==> config.mk <==
export PLATFORM = sky130hd
export DESIGN_NAME = useq_sequencer
export DESIGN_NICKNAME = d
export VERILOG_FILES = /design/src/rtl/useq_pkg.sv /design/src/rtl/useq_stack.sv /design/src/rtl/useq_sequencer.sv
export SDC_FILE = /design/constraint.sdc
export NUM_CORES = 1
export LEC_CHECK = 0
export ABC_CLOCK_PERIOD_IN_PS = 5750
export CORE_ASPECT_RATIO = 1.4
export CORE_UTILIZATION = 35
export CTS_CLUSTER_DIAMETER = 150
export CTS_CLUSTER_SIZE = 28
export DETAILED_ROUTE_END_ITERATION = 8
export PLACE_DENSITY = 0.73
export SLEW_MARGIN = 30
export SYNTH_ARGS = -nofsm -noshare
export SYNTH_HDL_FRONTEND = slang
export SYNTH_HIERARCHICAL = 1
export SYNTH_SLANG_ARGS = --single-unit
==> constraint.sdc <==
create_clock -name clk -period 5.75 [get_ports clk]
set_input_delay 1.4375 -clock clk [delete_from_list [all_inputs] [get_ports clk]]
set_output_delay 1.4375 -clock clk [all_outputs]
set_load 0.03 [all_outputs]
==> src/rtl/useq_pkg.sv <==
// Shared encodings for the microprogram sequencer: sequencing ops, branch
// conditions, FSM states, the default fetch address and the condition evaluator.
package useq_pkg;

  localparam logic [2:0] SEQ_NEXT     = 3'd0;
  localparam logic [2:0] SEQ_JUMP     = 3'd1;
  localparam logic [2:0] SEQ_COND     = 3'd2;
  localparam logic [2:0] SEQ_DISPATCH = 3'd3;
  localparam logic [2:0] SEQ_FETCH    = 3'd4;
  localparam logic [2:0] SEQ_HALT     = 3'd5;
  localparam logic [2:0] SEQ_CALL     = 3'd6;
  localparam logic [2:0] SEQ_RET      = 3'd7;

  localparam logic [2:0] COND_EQ     = 3'd0;
  localparam logic [2:0] COND_NE     = 3'd1;
  localparam logic [2:0] COND_HI     = 3'd2;
  localparam logic [2:0] COND_HS     = 3'd3;
  localparam logic [2:0] COND_LO     = 3'd4;
  localparam logic [2:0] COND_LS     = 3'd5;
  localparam logic [2:0] COND_ALWAYS = 3'd6;
  localparam logic [2:0] COND_NEVER  = 3'd7;

  typedef enum logic [1:0] {
    ST_IDLE = 2'd0,
    ST_RUN  = 2'd1,
    ST_HALT = 2'd2
  } state_t;

  localparam logic [15:0] FETCH_ADDR_DEF = 16'h0001;

  function automatic logic cond_eval(input logic [2:0] sel, input logic z, input logic c);
    logic r;
    r = 1'b0;
    case (sel)
      COND_EQ:     r = z;
      COND_NE:     r = !z;
      COND_HI:     r = c & !z;
      COND_HS:     r = c;
      COND_LO:     r = !c;
      COND_LS:     r = !c | z;
      COND_ALWAYS: r = 1'b1;
      COND_NEVER:  r = 1'b0;
      default:     r = 1'b0;
    endcase
    return r;
  endfunction

endpackage

==> src/rtl/useq_stack.sv <==
// Micro-return-stack LIFO. Push/pop requests that would overflow or underflow
// are ignored here; the sequencer flags them and halts.
module useq_stack #(
  parameter int DEPTH = 4,
  parameter int W     = 16
) (
  input  logic         clk,
  input  logic         rst_n,
  input  logic         clr,
  input  logic         push,
  input  logic         pop,
  input  logic [W-1:0] din,
  output logic [W-1:0] top,
  output logic         full,
  output logic         empty
);

  localparam int SP_W = $clog2(DEPTH + 1);
  localparam int IX_W = (DEPTH > 1) ? $clog2(DEPTH) : 1;

  logic [W-1:0]    mem [DEPTH];
  logic [SP_W-1:0] sp_q;
  logic [SP_W-1:0] sp_dec;
  logic [IX_W-1:0] wr_ix;
  logic [IX_W-1:0] rd_ix;

  assign sp_dec = sp_q - SP_W'(1);
  assign wr_ix  = IX_W'(sp_q);
  assign rd_ix  = IX_W'(sp_dec);
  assign full   = (sp_q == SP_W'(DEPTH));
  assign empty  = (sp_q == '0);
  assign top    = mem[rd_ix];

  always_ff @(posedge clk or negedge rst_n) begin
    if (!rst_n) begin
      sp_q <= '0;
    end else if (clr) begin
      sp_q <= '0;
    end else if (push && !full) begin
      sp_q <= sp_q + SP_W'(1);
    end else if (pop && !empty) begin
      sp_q <= sp_dec;
    end
  end

  // Storage needs no reset: an entry is only read after it has been pushed.
  always_ff @(posedge clk) begin
    if (push && !full && !clr) begin
      mem[wr_ix] <= din;
    end
  end

endmodule

==> src/rtl/useq_sequencer.sv <==
// Microprogram sequencer: holds the uPC and picks the next one from seq_op.
// Optional micro-return-stack (CALL/RET) enabled by macro USEQ_STACK_EN.
module useq_sequencer
  import useq_pkg::*;
#(
  parameter int                 UADDR_W     = 16,
  parameter logic [UADDR_W-1:0] FETCH_ADDR  = UADDR_W'(FETCH_ADDR_DEF),
  parameter int                 STACK_DEPTH = 4
) (
  input  logic               clk,
  input  logic               rst_n,
  input  logic               start,
  input  logic               stall,
  input  logic [2:0]         seq_op,
  input  logic [UADDR_W-1:0] uaddr,
  input  logic [2:0]         cond_sel,
  input  logic               flag_z,
  input  logic               flag_c,
  input  logic [UADDR_W-1:0] cu_entry,
  output logic [UADDR_W-1:0] upc,
  output logic               running,
  output logic               halted,
  output logic               dispatch,
  output logic               ustack_err
);

  state_t             state_q, state_d;
  logic [UADDR_W-1:0] upc_q, upc_d;
  logic [UADDR_W-1:0] upc_inc;

  assign upc_inc = upc_q + UADDR_W'(1);

`ifdef USEQ_STACK_EN
  logic               err_q, err_d;
  logic               stk_push, stk_pop, stk_clr;
  logic               stk_full, stk_empty;
  logic [UADDR_W-1:0] stk_top;

  useq_stack #(
    .DEPTH (STACK_DEPTH),
    .W     (UADDR_W)
  ) u_stack (
    .clk   (clk),
    .rst_n (rst_n),
    .clr   (stk_clr),
    .push  (stk_push),
    .pop   (stk_pop),
    .din   (upc_inc),
    .top   (stk_top),
    .full  (stk_full),
    .empty (stk_empty)
  );
`else
  logic unused_stack_cfg;
  assign unused_stack_cfg = ^STACK_DEPTH;
`endif

  always_ff @(posedge clk or negedge rst_n) begin
    if (!rst_n) begin
      state_q <= ST_IDLE;
      upc_q   <= FETCH_ADDR;
`ifdef USEQ_STACK_EN
      err_q   <= 1'b0;
`endif
    end else begin
      state_q <= state_d;
      upc_q   <= upc_d;
`ifdef USEQ_STACK_EN
      err_q   <= err_d;
`endif
    end
  end

  // Priority: start (from IDLE/HALT) > stall > seq_op; start is ignored in RUN.
  always_comb begin
    state_d = state_q;
    upc_d   = upc_q;
`ifdef USEQ_STACK_EN
    err_d    = err_q;
    stk_push = 1'b0;
    stk_pop  = 1'b0;
    stk_clr  = 1'b0;
`endif
    case (state_q)
      ST_IDLE, ST_HALT: begin
        if (start) begin
          state_d = ST_RUN;
          upc_d   = FETCH_ADDR;
`ifdef USEQ_STACK_EN
          err_d   = 1'b0;
          stk_clr = 1'b1;
`endif
        end
      end
      ST_RUN: begin
        if (!stall) begin
          case (seq_op)
            SEQ_NEXT: upc_d = upc_inc;
            SEQ_JUMP: upc_d = uaddr;
            SEQ_COND: upc_d = cond_eval(cond_sel, flag_z, flag_c) ? uaddr : upc_inc;
            SEQ_DISPATCH: begin
              // A zero entry marks HLT or an undefined opcode: stop in place.
              if (cu_entry == '0) begin
                state_d = ST_HALT;
              end else begin
                upc_d = cu_entry;
              end
            end
            SEQ_FETCH: upc_d = FETCH_ADDR;
            SEQ_HALT:  state_d = ST_HALT;
`ifdef USEQ_STACK_EN
            SEQ_CALL: begin
              if (stk_full) begin
                err_d   = 1'b1;
                state_d = ST_HALT;
              end else begin
                stk_push = 1'b1;
                upc_d    = uaddr;
              end
            end
            SEQ_RET: begin
              if (stk_empty) begin
                err_d   = 1'b1;
                state_d = ST_HALT;
              end else begin
                stk_pop = 1'b1;
                upc_d   = stk_top;
              end
            end
`endif
            default: upc_d = upc_inc;
          endcase
        end
      end
      default: begin
        state_d = ST_IDLE;
        upc_d   = FETCH_ADDR;
      end
    endcase
  end

  always_comb begin
    upc      = upc_q;
    running  = (state_q == ST_RUN);
    halted   = (state_q == ST_HALT);
    dispatch = (state_q == ST_RUN) && !stall && (seq_op == SEQ_DISPATCH);
`ifdef USEQ_STACK_EN
    ustack_err = err_q;
`else
    ustack_err = 1'b0;
`endif
  end

endmodule

After elaboration in Yosys (flattened, before gate mapping). Cells that the tools add are included.

Flip-flop bits (word level): 18. Bits of input ports: 44. Output and inout port bits: 20. Logic and storage cells: 51.

$add $sub $neg: 1. Eq/ne operators: 20. Mux-type cells: 15. Bitwise operators: 2. Reductions and logical operators: 11.

Operators with widths (number): $pmux W16 S5 (1); $mux W16 (4); $pmux W16 S2 (1); $eq A3 B3 Y1 const B (6); $add A16 B1 Y16 const B (1); $logic_not A16 Y1 (1); $eq A3 B2 Y1 const B (4); $pmux W1 S8 (1); $pmux W2 S2 (2); $reduce_and A4 Y1 (2); $eq A3 B1 Y1 const B (2); $mux W2 (3); $ne A2 B2 Y1 const B (3); $ne A3 B3 Y1 const B (2); $logic_not A1 Y1 (3); $logic_not A3 Y1 (1); $mux W1 (3); $ne A3 B1 Y1 const B (1); $eq A2 B1 Y1 const B (1); $eq A2 B2 Y1 const B (1); $logic_and A1 B1 Y1 (2); $logic_not A2 Y1 (1); $reduce_or A2 Y1 (1); $and A1 B1 Y1 (1); $or A1 B1 Y1 (1).

Longest topological paths before layout.
Depth after elaboration: 10. Mapped depth: 8.

Least setup slack after synthesis. OpenSTA, ideal clock, no wires.

Path kind: in2out. From: in seq_op[2]. To: out dispatch. Data arrival time: 2.004 ns. Data required time: 4.313 ns. Setup slack: 2.309 ns. Cell stages on the path: 2. Path buffers: 0. Cells stage by stage: and3b_1 -> and3_1.

Word-level cells in the longest chain between the ends: 2.

RTL lines: from (decl) (RTL line useq_sequencer.sv:14) `input logic [2:0] seq_op,`; $eq A3 B2 Y1 (RTL line useq_sequencer.sv:146) `dispatch = (state_q == ST_RUN) && !stall && (seq_op == SEQ_DISPATCH);`; $logic_and A1 B1 Y1 (RTL line useq_sequencer.sv:146); to (decl) (RTL line useq_sequencer.sv:23) `output logic dispatch,`.

No other way between the ends.

Worst setup path after layout.
From: in seq_op[1]. To: out dispatch.

Same word-level chain as after synthesis.

==> reports/metrics.cfg <==
[floorplanning]
initial_utilization_pct = 36.61
floorplan.io_pins = 64
design.core.area_mm2 = 0.004842
die-area_mm2 = 0.005358
die_width_um = 62.15
rows = 30
die_y_um = 86.22

[sta]
max_clock_freq_mhz = 211.9
finalHoldViolCount = 0
period_share_pct = 82.09
fin_skew_ps = 6.851
worst_pin_slew_ps = 954.5
timing.final.max_slew_violations = 0
timing.final.crit_period_ps = 4720
setup_tns_ps = 0
finalSetupViolations = 0
maxSlewHeadroom_pct = 36.37
unrepaired_setup_endpoints_after_global_routing = false

[synthesis]
synthesis.area_mm2 = 0.001773
synth_cell_types = 50
synth_edf_count = 0
synth-seq-area-share_pct = 25.48
postSynthRegisterBits = 18
synthesis.instances = 206
synth_area_per_inst_um2 = 8.607
ys.flop_type = sky130_fd_sc_hd__dfrtp_1
yosys.area.top_type = sky130_fd_sc_hd__dfrtp_1
ys_top_cells_by_area = sky130_fd_sc_hd__dfrtp_1 24%, sky130_fd_sc_hd__mux2_2 8.9%, sky130_fd_sc_hd__a22o_1 6.9%
asr_flop_ratio_synth_pct = 100.0
yosys_warnings = 6
area_share_of_the_largest_cell_type_after_synthesis_pct = 23.99
synth_nets = 251

[run]
max_cap_viol_count = 0

[drt]
route.detailed.wl_per_inst_um = 16.14
antenna_left = 0
num_vias = 1911
detailedRoute.firstPassIterationCount = 4
detail_route.wirelength_mm = 5.263
drt_iter0_drc = 66
viasPerCell = 5.862
drcViolationCount = 0

[worst_hold_path]
holdCritPathClass = flop to flop
whs_path_depth = 2

[place]
dp_cells = 321
dpl.hpwl_mm = 3.930
port_buffers = 62
gp_congestion = 0.8665

[clock_tree]
worst_skew_pair.late_latency_ps = 260
clock_tree.htree_level_count = 1
number_of_buffers_added_by_the_clock_tree_synthesis_step = 3
clock_sink_count = 18
path_clk_slew_ps = 70
post_cts_resized = 0
clockBufferDepth = 2
cts_setup_buffers = 0
cts_hold_repair.buffers = 0
cts_tree = built
clockRootBuffer = sky130_fd_sc_hd__clkbuf_8

[global_routing]
antenna_found_initial = 0
grt_usage_pct = 20.00
first_global_vias = 1809
first_pass_grt_wire_length_mm = 8.528
globalRouteOverflowTotal = 0
largest_net_degree_at_the_start_of_global_routing = 28

[run_status]
outcome = finished clean

[finish]
area_growth_syn_to_layout_pct = 38.60
layout.cells.non_filler = 326
finish.net_count = 308
num_antenna_cells = 0
layout.cells.most_common = sky130_fd_sc_hd__clkdlybuf4s50_1
layout-drive-gt1-share_pct = 12.60
layout_common_cells = 61 x sky130_fd_sc_hd__clkdlybuf4s50_1, 27 x sky130_fd_sc_hd__nand2_1, 17 x sky130_fd_sc_hd__nand3_1, 17 x sky130_fd_sc_hd__dfrtp_1

[setup_path]
r2r_cells = 6
critical_path.endpoint_type = output port
ff2ff_setup_slack_ps = 3590
cp.arrival_ps = 3280
cp-start-kind = input pin
criticalPathCategory = input pin to output port
crit_fanout = 21
required_ps = 4310

[power]
powerDensity_mw_per_mm2 = 284.5
vdd.ir_drop.worst_v = 0.0002090
leakage_nw = 0.9584

power breakdown:
group	internal, mW	leakage (nW)	switching [mW]
clock	0.0494	0.0228	0.0489
sequential	0.168	0.237	0.0571
combinational	0.165	0.699	0.210
synthesized netlist by cell type (2+ instances only):
cell / count
sky130_fd_sc_hd__a2111oi_4: 2
sky130_fd_sc_hd__a211oi_2: 2
sky130_fd_sc_hd__a21boi_0: 2
sky130_fd_sc_hd__a21oi_1: 2
sky130_fd_sc_hd__a22o_1: 14
sky130_fd_sc_hd__a22oi_1: 4
sky130_fd_sc_hd__a32oi_1: 10
sky130_fd_sc_hd__and2_1: 2
sky130_fd_sc_hd__and3_1: 7
sky130_fd_sc_hd__buf_2: 3
sky130_fd_sc_hd__buf_4: 4
sky130_fd_sc_hd__buf_6: 2
sky130_fd_sc_hd__clkbuf_1: 4
sky130_fd_sc_hd__dfrtp_1: 17
sky130_fd_sc_hd__inv_1: 6
sky130_fd_sc_hd__mux2_2: 14
sky130_fd_sc_hd__nand2_1: 27
sky130_fd_sc_hd__nand2b_1: 3
sky130_fd_sc_hd__nand3_1: 17
sky130_fd_sc_hd__nand4_1: 7
sky130_fd_sc_hd__nand4b_1: 3
sky130_fd_sc_hd__nor2_1: 9
sky130_fd_sc_hd__nor2_2: 2
sky130_fd_sc_hd__nor2b_1: 4
sky130_fd_sc_hd__nor3_1: 6
sky130_fd_sc_hd__nor3b_1: 2
sky130_fd_sc_hd__nor4_1: 2
sky130_fd_sc_hd__o211ai_1: 6
sky130_fd_sc_hd__or4_1: 2
final timing paths:
| path | endpoint | startpoint |
|---|---|---|
| setup / recovery | dispatch | seq_op[1] |
| hold / removal | upc[15] | upc[15] |
| setup reg to reg | upc[15] | upc[0] |
| hold reg to reg | upc[15] | upc[15] |
| max in group asynchronous | upc[0] | rst_n |
| min in group asynchronous | upc[7] | rst_n |
kinds of logic after synthesis:
kind of cell    synth area share, %
other cells                  0.2115
buf+inv                       6.139
compound gates                28.65
fa+ha+maj                    0.7056
flops                         25.48
mux                           8.892
simple gates                  29.92
per-layer routing:
metal / up-vias / track usage (%) / share of wire [%] / wire length [um]
met2: 58 / 35.36 / 53 / 2778
met3: 11 / 2.105 / 3.3 / 174
met5: - / 0 / 0 / 0
li1: 915 / - / - / -
met4: 0 / 9.091 / 2.1 / 110
met1: 927 / 24.45 / 42 / 2200
registers in the layout, summed over array words and instances, names as in the netlist:
register and flops:
state_q 2, upc 16
metrics by stage:
stage / hold WS [ps] / instance area, um^2 / total power [mW] / util (%) / setup slack, ps
after CTS: 580.9 / 2451 / 0.6975 / 50.62 / 1044
final: 577.4 / 2457 / 0.6990 / 50.75 / 1030
after global placement: 551.4 / 2406 / 0.5930 / 49.69 / 1066
after detailed placement: 562.4 / 2406 / 0.6004 / 49.69 / 1061
after floorplan: 567.2 / 1773 / 0.4503 / - / 2309
after global routing: 607.1 / 2457 / 0.7381 / 50.75 / 985.0
cell type report:
class	count	area (um^2)
inverter	7	26.28
fill	467	2385
tap	64	80.08
clock buffer	4	45.04
multi-input combinational	168	1212
sequential	18	451.7
timing repair buffer	65	641.9
critical path, stage by stage:
cell                              delay, ps
sky130_fd_sc_hd__clkdlybuf4s50_1        450
sky130_fd_sc_hd__buf_4                  270
sky130_fd_sc_hd__and3b_1                270
sky130_fd_sc_hd__and3_1                 170
sky130_fd_sc_hd__clkdlybuf4s50_1        660
(Power assumes the default switching activity.)
